## config.mk

```make
export PLATFORM = sky130hd
export DESIGN_NAME = pwm_compare_deadtime
export DESIGN_NICKNAME = d
export VERILOG_FILES = /design/src/rtl/pwm_pkg.sv /design/src/rtl/pwm_deadtime_gen.sv /design/src/rtl/pwm_compare_deadtime.sv
export SDC_FILE = /design/constraint.sdc
export NUM_CORES = 1
export LEC_CHECK = 0
export ABC_AREA = 1
export CAP_MARGIN = 20
export CORE_ASPECT_RATIO = 0.5
export CORE_MARGIN = 1.5
export CORE_UTILIZATION = 50
export DETAILED_ROUTE_END_ITERATION = 8
export GPL_TIMING_DRIVEN = 0
export PLACE_DENSITY = 0.74
export SLEW_MARGIN = 20
export SYNTH_ARGS = -nofsm -noshare
export SYNTH_HDL_FRONTEND = slang
export SYNTH_SLANG_ARGS = --single-unit
```

## constraint.sdc

```tcl
create_clock -name clk -period 1.9 [get_ports clk]
set_input_delay 0.475 -clock clk [delete_from_list [all_inputs] [get_ports clk]]
set_output_delay 0.475 -clock clk [all_outputs]
set_load 0.01 [all_outputs]
```

## src/rtl/pwm_pkg.sv

```systemverilog
// rtl/pwm_pkg.sv - shared types and constants for the PWM compare/dead-time stage
package pwm_pkg;
   localparam int PWM_CNT_W = 10;
   localparam int CNT_MAX   = (1 << PWM_CNT_W) - 1;
   localparam int DT_W      = 8;

   typedef enum logic [2:0] {
      IDLE,
      LOW_ON,
      DEAD_LH,
      HIGH_ON,
      DEAD_HL
   } pwm_dt_state_t;
endpackage

```

## src/rtl/pwm_deadtime_gen.sv

```systemverilog
// rtl/pwm_deadtime_gen.sv - complementary gate drive with dead-time insertion
// from the registered raw compare result.
module pwm_deadtime_gen
   import pwm_pkg::*;
#(
   parameter int DEADTIME = 8
) (
   input  logic clk,
   input  logic rst,
   input  logic en,
   input  logic raw_q,
   output logic pwm_h,
   output logic pwm_l
);
   localparam bit HAS_DT = (DEADTIME != 0);
   localparam logic [DT_W-1:0] DT_LOAD = (DEADTIME > 0) ? DT_W'(DEADTIME - 1) : '0;

   pwm_dt_state_t   state_q, state_d;
   logic [DT_W-1:0] dt_cnt_q, dt_cnt_d;
   logic            pwm_h_q, pwm_h_d;
   logic            pwm_l_q, pwm_l_d;

   always_comb begin
      state_d  = state_q;
      dt_cnt_d = dt_cnt_q;
      if (!en) begin
         state_d  = IDLE;
         dt_cnt_d = '0;
      end else begin
         case (state_q)
            IDLE, LOW_ON: begin
               if (raw_q) begin
                  if (HAS_DT) begin
                     state_d  = DEAD_LH;
                     dt_cnt_d = DT_LOAD;
                  end else begin
                     state_d = HIGH_ON;
                  end
               end else begin
                  state_d = LOW_ON;
               end
            end
            DEAD_LH: begin
               // a raw pulse shorter than the dead time never reaches the high side
               if (!raw_q)               state_d  = LOW_ON;
               else if (dt_cnt_q == '0)  state_d  = HIGH_ON;
               else                      dt_cnt_d = dt_cnt_q - 1'b1;
            end
            HIGH_ON: begin
               if (!raw_q) begin
                  if (HAS_DT) begin
                     state_d  = DEAD_HL;
                     dt_cnt_d = DT_LOAD;
                  end else begin
                     state_d = LOW_ON;
                  end
               end
            end
            DEAD_HL: begin
               if (raw_q)                state_d  = HIGH_ON;
               else if (dt_cnt_q == '0)  state_d  = LOW_ON;
               else                      dt_cnt_d = dt_cnt_q - 1'b1;
            end
            default: begin
               state_d  = IDLE;
               dt_cnt_d = '0;
            end
         endcase
      end
      pwm_h_d = (state_d == HIGH_ON);
      pwm_l_d = (state_d == LOW_ON);
   end

   always_ff @(posedge clk or posedge rst) begin
      if (rst) begin
         state_q  <= IDLE;
         dt_cnt_q <= '0;
         pwm_h_q  <= 1'b0;
         pwm_l_q  <= 1'b0;
      end else begin
         state_q  <= state_d;
         dt_cnt_q <= dt_cnt_d;
         pwm_h_q  <= pwm_h_d;
         pwm_l_q  <= pwm_l_d;
      end
   end

   assign pwm_h = pwm_h_q;
   assign pwm_l = pwm_l_q;
endmodule

```

## src/rtl/pwm_compare_deadtime.sv

```systemverilog
// rtl/pwm_compare_deadtime.sv - double-buffered duty compare against the PWM
// counter, period tick, and dead-time gate generation.
module pwm_compare_deadtime
   import pwm_pkg::*;
#(
   parameter int CNT_W    = PWM_CNT_W,
   parameter int DEADTIME = 8
) (
   input  logic             clk,
   input  logic             rst,
   input  logic             en,
   input  logic [CNT_W-1:0] cntr,
   input  logic [CNT_W-1:0] duty_in,
   input  logic             duty_wr,
   output logic             pwm_h,
   output logic             pwm_l,
   output logic             duty_pending,
   output logic             period_tick
);
   localparam logic [CNT_W-1:0] TERM = {CNT_W{1'b1}};

   logic             at_term, wrap, boundary;
   logic [CNT_W-1:0] duty_act_q, duty_act_d;
   logic [CNT_W-1:0] duty_shd_q, duty_shd_d;
   logic             duty_pending_q, duty_pending_d;
   logic             period_tick_q, period_tick_d;
   logic             raw_q, raw_d;

   assign at_term  = (cntr == TERM);
   assign wrap     = en & at_term;
   // while disabled every cycle is a boundary so software writes land at once
   assign boundary = ~en | at_term;

   always_comb begin
      duty_act_d     = duty_act_q;
      duty_shd_d     = duty_shd_q;
      duty_pending_d = duty_pending_q;
      if (duty_wr && boundary) begin
         duty_act_d     = duty_in;
         duty_shd_d     = duty_in;
         duty_pending_d = 1'b0;
      end else if (duty_wr) begin
         duty_shd_d     = duty_in;
         duty_pending_d = 1'b1;
      end else if (boundary && duty_pending_q) begin
         duty_act_d     = duty_shd_q;
         duty_pending_d = 1'b0;
      end
      period_tick_d = wrap;
      raw_d         = en & (cntr < duty_act_q);
   end

   always_ff @(posedge clk or posedge rst) begin
      if (rst) begin
         duty_act_q     <= '0;
         duty_shd_q     <= '0;
         duty_pending_q <= 1'b0;
         period_tick_q  <= 1'b0;
         raw_q          <= 1'b0;
      end else begin
         duty_act_q     <= duty_act_d;
         duty_shd_q     <= duty_shd_d;
         duty_pending_q <= duty_pending_d;
         period_tick_q  <= period_tick_d;
         raw_q          <= raw_d;
      end
   end

   pwm_deadtime_gen #(
      .DEADTIME(DEADTIME)
   ) u_deadtime (
      .clk  (clk),
      .rst  (rst),
      .en   (en),
      .raw_q(raw_q),
      .pwm_h(pwm_h),
      .pwm_l(pwm_l)
   );

   assign duty_pending = duty_pending_q;
   assign period_tick  = period_tick_q;
endmodule

```

# Word-level counts from Yosys, hierarchy flattened
# Cells that the tools add are included.
# W data, S select, Z words.
[classes] n_eq_ne=12 addsub=1 n_reduce_logical=10 bitwise=4 n_mux=23 n_lt_le_gt_ge=1
[ops] op="$mux W10" count=5
[ops] op="$mux W8" count=6
[ops] op="$pmux W8 S4" count=1
[ops] op="$mux W3" count=6
[ops] op="$ne A3 B3 Y1 const B" count=4
[ops] op="$pmux W3 S4" count=1
[ops] op="$eq A10 B10 Y1 const B" count=1
[ops] op="$lt A10 B10 Y1" count=1
[ops] op="$eq A3 B2 Y1 const B" count=3
[ops] op="$logic_not A8 Y1" count=1
[ops] op="$sub A8 B1 Y8 const B" count=1
[ops] op="$eq A3 B1 Y1 const B" count=2
[ops] op="$reduce_and A4 Y1" count=1
[ops] op="$reduce_bool A2 Y1" count=2
[ops] op="$eq A3 B3 Y1 const B" count=1
[ops] op="$logic_not A3 Y1" count=1
[ops] op="$mux W1" count=3
[ops] op="$reduce_bool A3 Y1" count=1
[ops] op="$and A1 B1 Y1" count=2
[ops] op="$logic_and A1 B1 Y1" count=2
[ops] op="$mux W2" count=1
[ops] op="$ne A2 B1 Y1 const B" count=1
[ops] op="$reduce_and A2 Y1" count=1
[ops] op="$reduce_or A2 Y1" count=1
[ops] op="other kinds (2)" count=2
[word_totals] reg_bits=36 wordCells=60

# Longest topological paths before layout
[depth] depth_word=6 ltp_mapped=9 depth_no_buf=9

# Cells and area by module
# Synthesis repeated with hierarchy kept, for this count alone.
[unflattened] cells_unflattened=265 hier_area_um2=2074.5
[modules_own_cells] mod="pwm_compare_deadtime" area_per_inst_um2=1280.0 n_inst=1 cells_per_inst=159 seq_area_each_um2=575.6
[modules_own_cells] mod="pwm_deadtime_gen" area_per_inst_um2=794.5 n_inst=1 cells_per_inst=106 seq_area_each_um2=325.3

# Worst setup path after synthesis
# No wires, ideal clock.
[synth_path] path_kind="reg-to-reg" start="register u_deadtime.dt_cnt_q[0]" end="register u_deadtime.dt_cnt_q[4]" t_arrival_ns=1.374 required_time_ns=1.774 slack_ns=0.399 setup_time_ns=0.126 synth_period_minus_slack_ns=1.501 stages_incl_launch_ff=9 path_cell_list="dfrtp_1 -> inv_1 -> ha_1 -> nand3_1 -> nor2_2 -> nand3_2 -> nand2_4 -> buf_12 -> o21ai_0"
[synth_via] elab_chain_cells=5
[synth_lines] element="start: declaration" line_no="pwm_deadtime_gen.sv:19" text="logic [DT_W-1:0] dt_cnt_q, dt_cnt_d;"
[synth_lines] element="start signal: assignment" line_no="pwm_deadtime_gen.sv:82" text="dt_cnt_q <= dt_cnt_d;"
[synth_lines] element="$sub A8 B1 Y8 / $logic_not A8 Y1 (equally long branches)"
[synth_lines] element="$mux W8 *" line_no="pwm_deadtime_gen.sv:46, pwm_deadtime_gen.sv:61"
[synth_lines] element="$mux W8 (on tied branches)" line_no="pwm_deadtime_gen.sv:60, pwm_deadtime_gen.sv:45"
[synth_lines] element="$pmux W8 S4 *" line_no="pwm_deadtime_gen.sv:30" text="case (state_q)"
[synth_lines] element="$mux W8 *" line_no="pwm_deadtime_gen.sv:26" text="if (!en) begin"
# Mark *: on every way between the ends. The rest lies on a longest branch, timed or not. The select of a mux whose other input is x is not followed.
# A chain may end at the register's enable or synchronous reset.

# Worst setup path after layout
[layout_path] start="register u_deadtime.dt_cnt_q[0]" end="register u_deadtime.dt_cnt_q[3]"
# Same word-level chain as after synthesis.

==> run_results.csv <==
group,metric,value,unit
outcome,status,"finished clean",
finish,final_util,0.6660,
finish,diodes,0,
critical_path,critPathLaunchType,"flop",
cts,clk_pin_slew,0.07,ns
cts,cts_tree,"done",
critical_path,critical_path_cell_count,8,
floorplanning,ios,28,
synthesis,yosys_register_bits,36,
worst_hold_path,hp-start,"duty_act_q[9]",
timing,setup_viol,0,
critical_path,rr_startpoint,"u_deadtime.dt_cnt_q[0]",
worst_hold_path,min_to,"duty_act_q[9]",
synthesis,ys.flop_type,"dfrtp_1",
cts,cts_sinks,36,
power_and_ir_drop,p_per_area,846.0,mW/mm²
power_and_ir_drop,power_leakage,0.001216,µW
critical_path,slowest_stage,"dfrtp_1",
critical_path,path_class,"reg -> reg",
cts,cts-buffers-inserted,5,
critical_path,critPathBufInv,2,
synthesis,ys_warn_count,0,
detailed_routing,wl_met3,132,µm
critical_path,regToRegEndpoint,"u_deadtime.dt_cnt_q[3]",
cts,cts_root_buf,"clkbuf_8",
detailed_routing,wl_met1,1741,µm
cts,insertion_delay,0.28,ns
cts,htree_levels,2,
timing,hold_viol_final,0,
finish,layout.nets,317,
critical_path,end_kind,"flop",
timing,slew_violations,0,
floorplanning,die-height,47.08,µm
detailed_routing,wl,3870,µm
detailed_routing,dr_wl_met2,1930,µm
detailed_routing,highest_layer,"met4",
timing,worst_pin_slew,0.7373,ns
critical_path,r2r_slack,0.21,ns
finish,synthToLayoutAreaGrowth,22.22,%
grt,grt_pass1_vias,1558,
finish,multi_input_area,863.3,µm²
placement,numPortBuffers,26,
synthesis,synth_most_common_cell,"nand2_1",
cts,cts_setup_buffers,0,
floorplanning,initial_core_util,0.5449,
cts,cts_resized,0,
detailed_routing,route.vias.total,1608,
floorplanning,die_w,91.16,µm
critical_path,cp_top_family,"simple AND/OR/NAND/NOR gates",
timing,skew,0.003145,ns
critical_path,path_max_fanout,10,
synthesis,ys_top_cells_by_area,"dfrtp_1 46%, nand2_1 16%, inv_1 7.0%",
synthesis,syn_inst,250,
finish,seqCellArea,900.9,µm²
detailed_routing,drc,0,
grt,grt_max_degree,37,
synthesis,synth_top_area_cell,"dfrtp_1",
synthesis,synth-edff-count,0,
worst_hold_path,min_path_type,"reg -> reg",
job,maxCapViolCount,0,
critical_path,max_stage_delay,0.40,ns
critical_path,rr_worst_depth,8,
synthesis,postSynthAreaPerCell,7.772,µm²
floorplanning,die_area,0.004292,mm²
timing,timing.slew.headroom,0.5078,
timing,finalCriticalPeriod,1.694,ns
finish,fillCellCount,289,
grt,antenna_found_initial,0,
detailed_routing,wire_per_inst,11.55,µm
placement,dp_cells,327,
synthesis,syn_area,0.001943,mm²
synthesis,synthDistinctLibCells,21,
critical_path,cp.arrival,1.86,ns
detailed_routing,ant_nets,0,
finish,final-instance-count-excl-fill,335,
placement,gp_congestion,0.8336,
cts,cts_buffer_depth,2,
synthesis,synth_top_area_share,0.4636,
synthesis,async_reset_ff_frac,1.000,
placement,place_hpwl,2944,µm
timing,rsz0062_at_grt,"false",
critical_path,cp_cell_sequence,"inv_1, ha_1, nand3_1, nor2_2, nand3_2, nand2_4, buf_12, o21ai_0",
detailed_routing,drt_first_pass_iters,6,
synthesis,ys_top_cells_by_count,"85 x nand2_1, 36 x dfrtp_1, 36 x inv_1, 20 x nand3_1, 18 x nor2_1",
detailed_routing,via_per_inst,4.800,
grt,overflow,0,
worst_hold_path,holdPathStages,2,
timing,post-route-period-util,0.8914,
timing,setup-tns-final,0,ns
floorplanning,core_area,0.003566,mm²
floorplanning,rows,15,
power_and_ir_drop,power,2009,µW
grt,track_usage,0.2022,
timing,fmaxAchievable,0.5905,GHz
power_and_ir_drop,ir_worst_vdd,0.5699,mV
synthesis,synth-seq-area-share,0.4636,
cts,hold_buffers,0,
finish,drive_gt1_frac,0.08099,
detailed_routing,drt_iter0_markers,41,
grt,grt_pass1_wl,6506,µm
critical_path,critPathRequiredTime,2.06,ns
synthesis,syn_nets,284,
==> tightest hold or removal path: stages, from the launching register on <==
cell	delay, ns
dfrtp_1	0.35
nand2_1	0.05
nand2_1	0.04
==> cells in the final DEF (no fill, tap or decap) <==
master	Yosys	layout
clkinv_2	0	1
inv_1	36	35
clkinv_1	1	1
o21ai_4	1	1
nor2_2	2	2
clkbuf_1	0	1
nand3_2	1	1
buf_2	4	4
dfrtp_1	36	36
nand2_4	1	1
o21bai_1	1	1
o21ai_0	14	14
xnor2_1	1	1
nand2_1	85	85
nand4_1	7	7
clkdlybuf4s50_1	0	26
o21ai_2	3	3
o21a_1	1	1
nand3_1	20	20
clkbuf_8	0	5
a21oi_1	5	5
inv_2	0	1
ha_1	10	10
bufinv_16	0	1
nand2_2	2	2
buf_12	1	1
nor2_1	18	18
==> worst max-delay path by stage <==
| stage | startpoint | to | slack [ns] |
|---|---|---|---|
| detailed placement | cntr[3] | duty_act_q[0] | -0.05 |
| floorplan | u_deadtime.dt_cnt_q[0] | u_deadtime.dt_cnt_q[4] | 0.40 |
| global placement | rst | duty_shd_q[7] | -0.17 |
| finish | u_deadtime.dt_cnt_q[0] | u_deadtime.dt_cnt_q[3] | 0.21 |
| global route | u_deadtime.dt_cnt_q[0] | u_deadtime.dt_cnt_q[3] | 0.04 |
| CTS | u_deadtime.dt_cnt_q[0] | u_deadtime.dt_cnt_q[3] | 0.20 |
==> flip-flops by register name (all words and copies together) (netlist names) <==
signal               flops
u_deadtime.pwm_h         1
duty_act_q              10
period_tick              1
duty_shd_q              10
u_deadtime.pwm_l         1
raw_q                    1
u_deadtime.dt_cnt_q      8
duty_pending             1
u_deadtime.state_q       3
==> per-stage QoR <==
stage | cell area [µm²] | worst slack (ns) | hold slack (ns)
after CTS | 2375 | 0.1972 | 0.4789
after global routing | 2375 | 0.03856 | 0.5030
after detailed placement | 2267 | -0.05442 | 0.4602
after global placement | 2267 | -0.1743 | 0.4563
after floorplan | 1943 | 0.3994 | 0.4374
final | 2375 | 0.2064 | 0.4728
==> routing by layer <==
metal / GRT usage / up-vias
li1: - / 852
met1: 0.2231 / 720
met2: 0.3896 / 25
met3: 0.05502 / 11
met4: 0.09063 / 0
met5: 0 / -
==> kinds of logic after synthesis <==
kind of cell	synth area share
AND/OR/NAND/NOR	0.2968
buffers and inverters	0.09208
flip-flops	0.4636
AO/OA/AOI/OAI	0.07856
adder cells (fa/ha/maj)	0.06439
XOR/XNOR	0.004508
==> power breakdown <==
group / leakage [µW] / switching, µW / internal, µW
combinational: 0.000706 / 262 / 196
clock: 0.0000552 / 268 / 389
sequential: 0.000455 / 47.0 / 847
==> cell type report <==
cell class | count | area share
flip-flops and latches | 36 | 0.3793
multi-input cells | 172 | 0.3635
repair buffers | 26 | 0.1096
inverters | 37 | 0.05848
clock buffers | 6 | 0.03056
well taps | 51 | 0.02687
plain buffers | 5 | 0.01686
clock inverters | 2 | 0.01475
Note: power is estimated with default switching activity, not from simulation.
